## config.mk

```make
export PLATFORM = sky130hd
export DESIGN_NAME = flag_unit_stk
export DESIGN_NICKNAME = d
export VERILOG_FILES = /design/src/rtl/flag_pkg.sv /design/src/rtl/flag_unit_stk_stack.sv /design/src/rtl/flag_unit_stk.sv
export SDC_FILE = /design/constraint.sdc
export NUM_CORES = 1
export LEC_CHECK = 0
export BUFFER_PORTS_ARGS = -buffer_cell sky130_fd_sc_hd__buf_2
export CAP_MARGIN = 25
export CORE_MARGIN = 1
export CORE_UTILIZATION = 50
export CTS_BUF_LIST = sky130_fd_sc_hd__clkbuf_8
export CTS_CLUSTER_SIZE = 12
export DETAILED_ROUTE_END_ITERATION = 7
export PLACE_DENSITY = 0.77
export SKIP_CTS_REPAIR_TIMING = 1
export SLEW_MARGIN = 20
export SYNTH_ARGS = -nofsm -noshare
export SYNTH_HDL_FRONTEND = slang
export SYNTH_HIERARCHICAL = 1
export SYNTH_SLANG_ARGS = --single-unit
export TNS_END_PERCENT = 100
```

## constraint.sdc

```tcl
create_clock -name iClk -period 2.6 [get_ports iClk]
set_input_delay 0.26 -clock iClk [delete_from_list [all_inputs] [get_ports iClk]]
set_output_delay 0.26 -clock iClk [all_outputs]
set_load 0.01 [all_outputs]
```

## src/rtl/flag_pkg.sv

```systemverilog
// Shared constants and types for the status-flag unit: operation codes,
// operand-size codes, flag bit positions and the packed flag-word helper.
package flag_pkg;

  // Flag operation codes carried on iFSel.
  localparam logic [4:0] FS_ADD   = 5'd0;
  localparam logic [4:0] FS_OR    = 5'd1;
  localparam logic [4:0] FS_ADC   = 5'd2;
  localparam logic [4:0] FS_SBB   = 5'd3;
  localparam logic [4:0] FS_AND   = 5'd4;
  localparam logic [4:0] FS_SUB   = 5'd5;
  localparam logic [4:0] FS_XOR   = 5'd6;
  localparam logic [4:0] FS_CMP   = 5'd7;
  localparam logic [4:0] FS_INC   = 5'd8;
  localparam logic [4:0] FS_DEC   = 5'd9;
  localparam logic [4:0] FS_NOT   = 5'd10;
  localparam logic [4:0] FS_NEG   = 5'd11;
  localparam logic [4:0] FS_TEST  = 5'd12;
  localparam logic [4:0] FS_MUL   = 5'd18;
  localparam logic [4:0] FS_ADJ   = 5'd20;
  localparam logic [4:0] FS_SHF   = 5'd21;
  localparam logic [4:0] FS_CMC   = 5'd22;
  localparam logic [4:0] FS_CLC   = 5'd23;
  localparam logic [4:0] FS_CLI   = 5'd24;
  localparam logic [4:0] FS_CLD   = 5'd25;
  localparam logic [4:0] FS_STC   = 5'd26;
  localparam logic [4:0] FS_STI   = 5'd27;
  localparam logic [4:0] FS_STD   = 5'd28;
  localparam logic [4:0] FS_LDLO  = 5'd29;
  localparam logic [4:0] FS_LDALL = 5'd30;

  // Operand size codes carried on iSize.
  localparam logic [1:0] SZ_BYTE  = 2'd0;
  localparam logic [1:0] SZ_WORD  = 2'd1;
  localparam logic [1:0] SZ_DWORD = 2'd2;
  localparam logic [1:0] SZ_RSVD  = 2'd3;

  // Bit positions inside the packed flag word.
  localparam int unsigned FB_CF = 0;
  localparam int unsigned FB_PF = 2;
  localparam int unsigned FB_AF = 4;
  localparam int unsigned FB_ZF = 6;
  localparam int unsigned FB_SF = 7;
  localparam int unsigned FB_TF = 8;
  localparam int unsigned FB_IF = 9;
  localparam int unsigned FB_DF = 10;
  localparam int unsigned FB_OF = 11;

  // Packed word with every writable flag clear; fixed bits 15:12 and 1 read as 1.
  localparam logic [15:0] FLAGS_RST = 16'hF002;

  typedef struct packed {
    logic of_f;
    logic df_f;
    logic if_f;
    logic tf_f;
    logic sf_f;
    logic zf_f;
    logic af_f;
    logic pf_f;
    logic cf_f;
  } flags_t;

  function automatic logic [15:0] pack_flags(input flags_t f);
    logic [15:0] w;
    w        = FLAGS_RST;
    w[FB_CF] = f.cf_f;
    w[FB_PF] = f.pf_f;
    w[FB_AF] = f.af_f;
    w[FB_ZF] = f.zf_f;
    w[FB_SF] = f.sf_f;
    w[FB_TF] = f.tf_f;
    w[FB_IF] = f.if_f;
    w[FB_DF] = f.df_f;
    w[FB_OF] = f.of_f;
    return w;
  endfunction

endpackage

```

## src/rtl/flag_unit_stk_stack.sv

```systemverilog
// Register-array LIFO holding saved flag sets for interrupt entry/return.
// Reports which request was accepted so the flag logic can act on it.
module flag_stack #(
  parameter int unsigned DEPTH = 4,
  parameter int unsigned CNT_W = 3,
  parameter int unsigned WIDTH = 9
) (
  input  logic             iClk,
  input  logic             iRstN,
  input  logic             iPush,
  input  logic             iPop,
  input  logic [WIDTH-1:0] iData,
  output logic [WIDTH-1:0] oTop,
  output logic             oPushOk,
  output logic             oPopOk,
  output logic [CNT_W-1:0] oCnt,
  output logic             oErr
);

  localparam int unsigned AW = (DEPTH > 1) ? $clog2(DEPTH) : 1;

  logic [WIDTH-1:0] r_mem [DEPTH];
  logic [CNT_W-1:0] r_cnt;
  logic             r_err;

  logic          w_full;
  logic          w_empty;
  logic          w_err;
  logic [AW-1:0] w_wr_idx;
  logic [AW-1:0] w_rd_idx;

  assign w_full   = (r_cnt == CNT_W'(DEPTH));
  assign w_empty  = (r_cnt == '0);
  assign oPushOk  = iPush & ~iPop & ~w_full;
  assign oPopOk   = iPop & ~iPush & ~w_empty;
  // Simultaneous push+pop is treated as a collision and both are dropped.
  assign w_err    = (iPush & iPop) | (iPush & w_full) | (iPop & w_empty);
  assign w_wr_idx = AW'(r_cnt);
  assign w_rd_idx = AW'(r_cnt - CNT_W'(1));
  assign oTop     = r_mem[w_rd_idx];
  assign oCnt     = r_cnt;
  assign oErr     = r_err;

  // Storage array; contents after reset are don't-care, so no reset here.
  always_ff @(posedge iClk) begin
    if (oPushOk) begin
      r_mem[w_wr_idx] <= iData;
    end
  end

  // Occupancy counter and one-cycle error pulse.
  always_ff @(posedge iClk or negedge iRstN) begin
    if (!iRstN) begin
      r_cnt <= '0;
      r_err <= 1'b0;
    end else begin
      r_err <= w_err;
      if (oPushOk) begin
        r_cnt <= r_cnt + CNT_W'(1);
      end else if (oPopOk) begin
        r_cnt <= r_cnt - CNT_W'(1);
      end
    end
  end

endmodule

```

## src/rtl/flag_unit_stk.sv

```systemverilog
// Execute-stage status-flag unit: computes OF/DF/IF/TF/SF/ZF/AF/PF/CF for
// 8/16/32-bit operations, saves/restores flags on a hardware stack and
// raises single-step trap requests with a one-instruction shadow.
module flag_unit_stk
  import flag_pkg::*;
#(
  parameter int unsigned DW        = 16,
  parameter int unsigned STK_DEPTH = 4,
  parameter int unsigned CNT_W     = 3
) (
  input  logic             iClk,
  input  logic             iRstN,
  input  logic             iValid,
  input  logic [4:0]       iFSel,
  input  logic [1:0]       iSize,
  input  logic [DW:0]      iRes,
  input  logic [DW-1:0]    iOpA,
  input  logic [DW-1:0]    iOpB,
  input  logic [DW-1:0]    iAux,
  input  logic             iShfCF,
  input  logic             iShfOF,
  input  logic             iMulF,
  input  logic             iAdjCF,
  input  logic             iAdjAF,
  input  logic             iPush,
  input  logic             iPop,
  input  logic             iInsnEnd,
  output logic [15:0]      oFlags,
  output logic [CNT_W-1:0] oStkCnt,
  output logic             oStkErr,
  output logic             oTrapReq
);

  flags_t r_flags;
  logic   r_shadow;
  logic   r_trap;

  // Operands padded to the widest size so every size uses the same indices.
  logic [32:0] w_res;
  logic [31:0] w_a;
  logic [31:0] w_b;
  logic [31:0] w_aux;
  logic        w_unused;

  logic   w_size_ok;
  logic   w_cy;
  logic   w_r_msb;
  logic   w_a_msb;
  logic   w_b_msb;
  logic   w_r_zero;
  logic   w_r_min;
  logic   w_x_msb;
  logic   w_x_zero;
  logic   w_res_par;
  logic   w_aux_par;
  logic   w_of_add;
  logic   w_of_sub;
  logic   w_af_ab;
  flags_t w_upd;
  flags_t w_flags_d;
  flags_t w_stk_top;
  logic   w_push_ok;
  logic   w_pop_ok;
  logic   w_shadow_d;
  logic   w_trap_d;

  assign w_res    = 33'(iRes);
  assign w_a      = 32'(iOpA);
  assign w_b      = 32'(iOpB);
  assign w_aux    = 32'(iAux);
  assign w_unused = ^{w_a, w_b};

  assign w_res_par = ~^w_res[7:0];
  assign w_aux_par = ~^w_aux[7:0];
  assign w_of_add  = (~w_a_msb & ~w_b_msb & w_r_msb) | (w_a_msb & w_b_msb & ~w_r_msb);
  assign w_of_sub  = (~w_a_msb & w_b_msb & w_r_msb) | (w_a_msb & ~w_b_msb & ~w_r_msb);
  assign w_af_ab   = w_res[4] ^ w_a[4] ^ w_b[4];

  // Select sign/carry/zero taps for the operand size; dword needs DW=32.
  always_comb begin
    w_size_ok = 1'b1;
    w_cy      = 1'b0;
    w_r_msb   = 1'b0;
    w_a_msb   = 1'b0;
    w_b_msb   = 1'b0;
    w_r_zero  = 1'b0;
    w_r_min   = 1'b0;
    w_x_msb   = 1'b0;
    w_x_zero  = 1'b0;
    case (iSize)
      SZ_BYTE: begin
        w_cy     = w_res[8];
        w_r_msb  = w_res[7];
        w_a_msb  = w_a[7];
        w_b_msb  = w_b[7];
        w_r_zero = (w_res[7:0] == '0);
        w_r_min  = (w_res[7:0] == 8'h80);
        w_x_msb  = w_aux[7];
        w_x_zero = (w_aux[7:0] == '0);
      end
      SZ_WORD: begin
        w_cy     = w_res[16];
        w_r_msb  = w_res[15];
        w_a_msb  = w_a[15];
        w_b_msb  = w_b[15];
        w_r_zero = (w_res[15:0] == '0);
        w_r_min  = (w_res[15:0] == 16'h8000);
        w_x_msb  = w_aux[15];
        w_x_zero = (w_aux[15:0] == '0);
      end
      SZ_DWORD: begin
        w_size_ok = (DW == 32);
        w_cy      = w_res[32];
        w_r_msb   = w_res[31];
        w_a_msb   = w_a[31];
        w_b_msb   = w_b[31];
        w_r_zero  = (w_res[31:0] == '0);
        w_r_min   = (w_res[31:0] == 32'h8000_0000);
        w_x_msb   = w_aux[31];
        w_x_zero  = (w_aux[31:0] == '0);
      end
      default: w_size_ok = 1'b0;
    endcase
  end

  // Flag update requested by iFSel, before stack overrides.
  always_comb begin
    w_upd = r_flags;
    if (iValid && w_size_ok) begin
      case (iFSel)
        FS_ADD, FS_ADC: begin
          w_upd.cf_f = w_cy;
          w_upd.of_f = w_of_add;
          w_upd.af_f = w_af_ab;
          w_upd.sf_f = w_r_msb;
          w_upd.zf_f = w_r_zero;
          w_upd.pf_f = w_res_par;
        end
        FS_SBB, FS_SUB, FS_CMP: begin
          w_upd.cf_f = w_cy;
          w_upd.of_f = w_of_sub;
          w_upd.af_f = w_af_ab;
          w_upd.sf_f = w_r_msb;
          w_upd.zf_f = w_r_zero;
          w_upd.pf_f = w_res_par;
        end
        FS_NEG: begin
          w_upd.cf_f = w_cy;
          w_upd.of_f = w_r_min;
          w_upd.af_f = w_res[4] ^ w_a[4];
          w_upd.sf_f = w_r_msb;
          w_upd.zf_f = w_r_zero;
          w_upd.pf_f = w_res_par;
        end
        FS_OR, FS_AND, FS_XOR, FS_TEST: begin
          w_upd.cf_f = 1'b0;
          w_upd.of_f = 1'b0;
          w_upd.sf_f = w_r_msb;
          w_upd.zf_f = w_r_zero;
          w_upd.pf_f = w_res_par;
        end
        FS_INC, FS_DEC: begin
          // Implicit second operand is 1, so only a[4] feeds the half-carry.
          w_upd.of_f = (iFSel == FS_INC) ? (~w_a_msb & w_r_msb) : (w_a_msb & ~w_r_msb);
          w_upd.af_f = w_res[4] ^ w_a[4];
          w_upd.sf_f = w_r_msb;
          w_upd.zf_f = w_r_zero;
          w_upd.pf_f = w_res_par;
        end
        FS_MUL: begin
          w_upd.cf_f = iMulF;
          w_upd.of_f = iMulF;
          w_upd.sf_f = w_x_msb;
          w_upd.zf_f = w_x_zero;
          w_upd.pf_f = w_aux_par;
        end
        FS_ADJ: begin
          w_upd.cf_f = iAdjCF;
          w_upd.af_f = iAdjAF;
          w_upd.sf_f = w_aux[7];
          w_upd.zf_f = (w_aux[7:0] == '0);
          w_upd.pf_f = w_aux_par;
        end
        FS_SHF: begin
          w_upd.cf_f = iShfCF;
          w_upd.of_f = iShfOF;
          w_upd.sf_f = w_x_msb;
          w_upd.zf_f = w_x_zero;
          w_upd.pf_f = w_aux_par;
        end
        FS_CMC: w_upd.cf_f = ~r_flags.cf_f;
        FS_CLC: w_upd.cf_f = 1'b0;
        FS_CLI: w_upd.if_f = 1'b0;
        FS_CLD: w_upd.df_f = 1'b0;
        FS_STC: w_upd.cf_f = 1'b1;
        FS_STI: w_upd.if_f = 1'b1;
        FS_STD: w_upd.df_f = 1'b1;
        FS_LDLO, FS_LDALL: begin
          w_upd.sf_f = w_res[7];
          w_upd.zf_f = w_res[6];
          w_upd.af_f = w_res[4];
          w_upd.pf_f = w_res[2];
          w_upd.cf_f = w_res[0];
          if (iFSel == FS_LDALL) begin
            w_upd.of_f = w_res[11];
            w_upd.df_f = w_res[10];
            w_upd.if_f = w_res[9];
            w_upd.tf_f = w_res[8];
          end
        end
        default: ;
      endcase
    end
  end

  // Stack overrides: pop restores everything, push masks IF/TF only.
  always_comb begin
    w_flags_d = w_upd;
    if (w_pop_ok) begin
      w_flags_d = w_stk_top;
    end else if (w_push_ok) begin
      w_flags_d.if_f = 1'b0;
      w_flags_d.tf_f = 1'b0;
    end
  end

  // Single-step: a fresh TF arms the shadow so the instruction that set it
  // retires without trapping; an interrupt push at retire swallows the trap.
  always_comb begin
    w_shadow_d = r_shadow;
    if (iInsnEnd) begin
      w_shadow_d = 1'b0;
    end
    if (!r_flags.tf_f && w_flags_d.tf_f) begin
      w_shadow_d = 1'b1;
    end
    w_trap_d = iInsnEnd & r_flags.tf_f & ~r_shadow & ~w_push_ok;
  end

  // Flag, shadow and trap registers.
  always_ff @(posedge iClk or negedge iRstN) begin
    if (!iRstN) begin
      r_flags  <= '0;
      r_shadow <= 1'b0;
      r_trap   <= 1'b0;
    end else begin
      r_flags  <= w_flags_d;
      r_shadow <= w_shadow_d;
      r_trap   <= w_trap_d;
    end
  end

  flag_stack #(
    .DEPTH (STK_DEPTH),
    .CNT_W (CNT_W),
    .WIDTH ($bits(flags_t))
  ) u_stack (
    .iClk    (iClk),
    .iRstN   (iRstN),
    .iPush   (iPush),
    .iPop    (iPop),
    .iData   (r_flags),
    .oTop    (w_stk_top),
    .oPushOk (w_push_ok),
    .oPopOk  (w_pop_ok),
    .oCnt    (oStkCnt),
    .oErr    (oStkErr)
  );

  assign oFlags   = pack_flags(r_flags);
  assign oTrapReq = r_trap;

endmodule

```

==> flow_summary.ini <==
[setup_path]
ff2ff_path_depth = 8
critPathSlowestCell = or4_1
crit_arrival_ns = 2.49
critPathLaunchType = flip-flop
worstPathCellList = inv_1, ha_1, nand2b_1, and2_1, a31oi_1, nor3b_1, or4_1, o311ai_1
criticalPathCategory = flip-flop to flip-flop
critPathCaptureType = flip-flop
regToRegSetupSlack_ns = 0.31
rr_endpoint = oFlags[11]
r2r_start = u_stack/oCnt[1]
max_stage_delay_ns = 0.47
critPathRequiredTime_ns = 2.80
critPathMaxFanout = 5

[die]
fp.dieH_um = 85.7
io_pins = 104
start_util_pct = 51.6
die_area_um2 = 7350
rows = 30
fp.dieW_um = 85.7
core_um2 = 6790

[timing]
max_freq_mhz = 436
skew_ns = 0.00889
rsz0062_at_grt = no
hold_viol = 0
slew_headroom_pct = 65.9
finalSetupTns_ns = 0
period_needed_ns = 2.29
worst_slew_pin_slew_ns = 0.511
period_share_pct = 88.2
slew_viol_final = 0
fin_hold_ws_ns = 0.156
setup_violations = 0

[power_and_ir_drop]
switching_share_pct = 34.2
peakVddDrop_mv = 0.262
power_density_nw_per_um2 = 734
p_total_uw = 2950
power_frac_comb_pct = 39.0
seqPwrFrac_pct = 43.6
p_sw_uw = 1010
p_leak_uw = 0.00170
power_frac_clock_pct = 17.5
p_int_uw = 1940

[clock_tree]
cts_tree = yes
ctsHtreeMaxLevel = 2
clockRootBuffer = clkbuf_8
clkSlewWorstSetupHoldPaths_ns = 0.08
clock_sinks = 51
ctsLongestPathBuffers = 2
worstSkewPairLatency_ns = 0.30
numCtsBuffers = 5

[logic_synthesis]
synth_fa_ha_area_share_pct = 7.14
async_reset_ff_share_pct = 29.4
synth_compound_area_share_pct = 17.7
synth_cells = 354
synth-xor-area-share_pct = 2.75
ys_ff_latch = 51
synth_edf_count = 36
synth.area.top_cells = edfxtp_1 (31%), dfrtp_1 (11%), ha_1 (7.1%)
synthSimpleGateAreaFrac_pct = 16.2
synth_cell_types = 66
ys_warn_count = 6
ys_seq_area_share_pct = 41.5
synth_top_area_cell = edfxtp_1
synthFlopType = edfxtp_1
muxShareOfSynthArea_pct = 7.00
syn_avg_cell_area_um2 = 9.90
synth_top_family_by_area = compound AO/OA/AOI/OAI gates
yosys.area.top_type_share_pct = 30.8
synth_area_um2 = 3510

[worst_hold_path]
whs_path_depth = 2
min_path_type = primary input to flip-flop
hold_start = iInsnEnd
min_to = r_shadow

[cells_and_area]
nFillCells = 592
syn2layout_area_growth_pct = 14.6
layout-drive-gt1-share_pct = 24.3
final_common_cell = buf_2
final_util_pct = 59.2
diodes = 0
layout_common_cells = buf_2 (70), edfxtp_1 (36), inv_1 (32)
fin_nets = 521
multiInputGateArea_um2 = 1810
seq_area_um2 = 1460

[global_route]
grt_max_degree = 29
met1_usage_pct = 29.5
overflow = 0
top_usage_layer = met2
use_met3_pct = 2.98
grt_pass1_vias = 2745
track_usage_pct = 22.7
grt_antenna_before_repair = 0
grt_pass1_wl_um = 13100
grt_use_met2_pct = 39.3

[detailed_routing]
detail_route.vias_per_cell = 5.63
wire_per_inst_um = 15.6
drtIter0Drc = 253
wirelength_um = 8030
drc = 0
dr.pass1.iters = 4
drt.antenna.violating_nets = 0
vias = 2902

[run_status]
status = complete, no violations

[placement]
dpl.hpwl_um = 6110
gp_routability_congestion = 0.857
io_buffers = 70

[flow_run]
cap_violations = 0
## through the flow
| stage | instance area, um^2 | setup slack (ns) | std cells |
|---|---|---|---|
| 4_1_cts | 4010 | 0.316 | 514 |
| 3_5_place_dp | 3900 | 0.337 | 506 |
| 5_1_grt | 4020 | 0.152 | 515 |
| 3_3_place_gp | 3900 | 0.401 | 506 |
| 2_1_floorplan | 3520 | 0.195 | 359 |
| 6_report | 4020 | 0.308 | 515 |
## synthesized netlist by cell type (3+ instances only)
cell / count
nor2b_1: 4
buf_4: 8
inv_1: 30
a32oi_1: 4
xor2_1: 4
edfxtp_1: 36
nor3_1: 9
dfrtp_1: 15
o211ai_1: 3
o21ai_0: 20
a22oi_1: 3
a31oi_1: 9
nand2b_1: 7
nor2_1: 24
buf_2: 8
nor4_1: 5
nand3_1: 11
a21oi_1: 18
a211oi_1: 3
mux4_2: 9
clkbuf_1: 8
nand3b_1: 4
xnor2_1: 7
nand2_1: 25
ha_1: 20
a21o_1: 4
and2_1: 6
## critical path: cells and delay by family (launching register included)
kind,cells,cell delay (ns)
flops,1,0.40
fa+ha+maj,1,0.19
compound gates,2,0.37
simple gates,4,1.11
buf+inv,1,0.12
## registers in the layout, indices dropped and copies added (netlist names)
name           flops
oFlags             9
u_stack/oCnt       3
u_stack/oErr       1
u_stack/r_mem     36
r_shadow           1
oTrapReq           1
## how the worst max path moves through the flow
| stage | startpoint | to | slack, ns | cells past startpoint |
|---|---|---|---|---|
| global placement | u_stack/oCnt[1] | oFlags[11] | 0.40 | 8 |
| CTS | u_stack/oCnt[1] | oFlags[11] | 0.32 | 8 |
| detailed placement | u_stack/oCnt[1] | oFlags[11] | 0.34 | 8 |
| global route | u_stack/oCnt[1] | oFlags[11] | 0.15 | 8 |
| floorplan | u_stack/oCnt[0] | oFlags[11] | 0.20 | 9 |
| finish | u_stack/oCnt[1] | oFlags[11] | 0.31 | 8 |
## cells by family after synthesis
group,count (synthesis)
other cells,2
buf+inv,57
mux,13
simple gates,108
flops,51
xor+xnor,11
fa+ha+maj,20
compound gates,92
## final cells by class
| type | instances | share of cell area (%) |
|---|---|---|
| inverters | 31 | 2.90 |
| clock inverters | 3 | 0.934 |
| well taps | 96 | 2.99 |
| repair buffers | 78 | 10.3 |
| clock buffers | 5 | 1.71 |
| flip-flops and latches | 51 | 36.2 |
| multi-input cells | 251 | 45.0 |
## power by group through the flow
stage          clock network (uW)  logic (uW)  registers [uW]
2_1_floorplan                   0         745            1310
3_3_place_gp                    0        1120            1290
3_5_place_dp                    0        1140            1310
4_1_cts                       522        1150            1290
5_1_grt                       557        1260            1310
6_report                      515        1150            1290
## layer usage
metal	share of wire, %	routed length [um]
met3	5.7	456
met1	43	3440
met2	49	3950
met5	0	0
met4	2.3	182
Note: power is estimated with default switching activity, not from simulation.
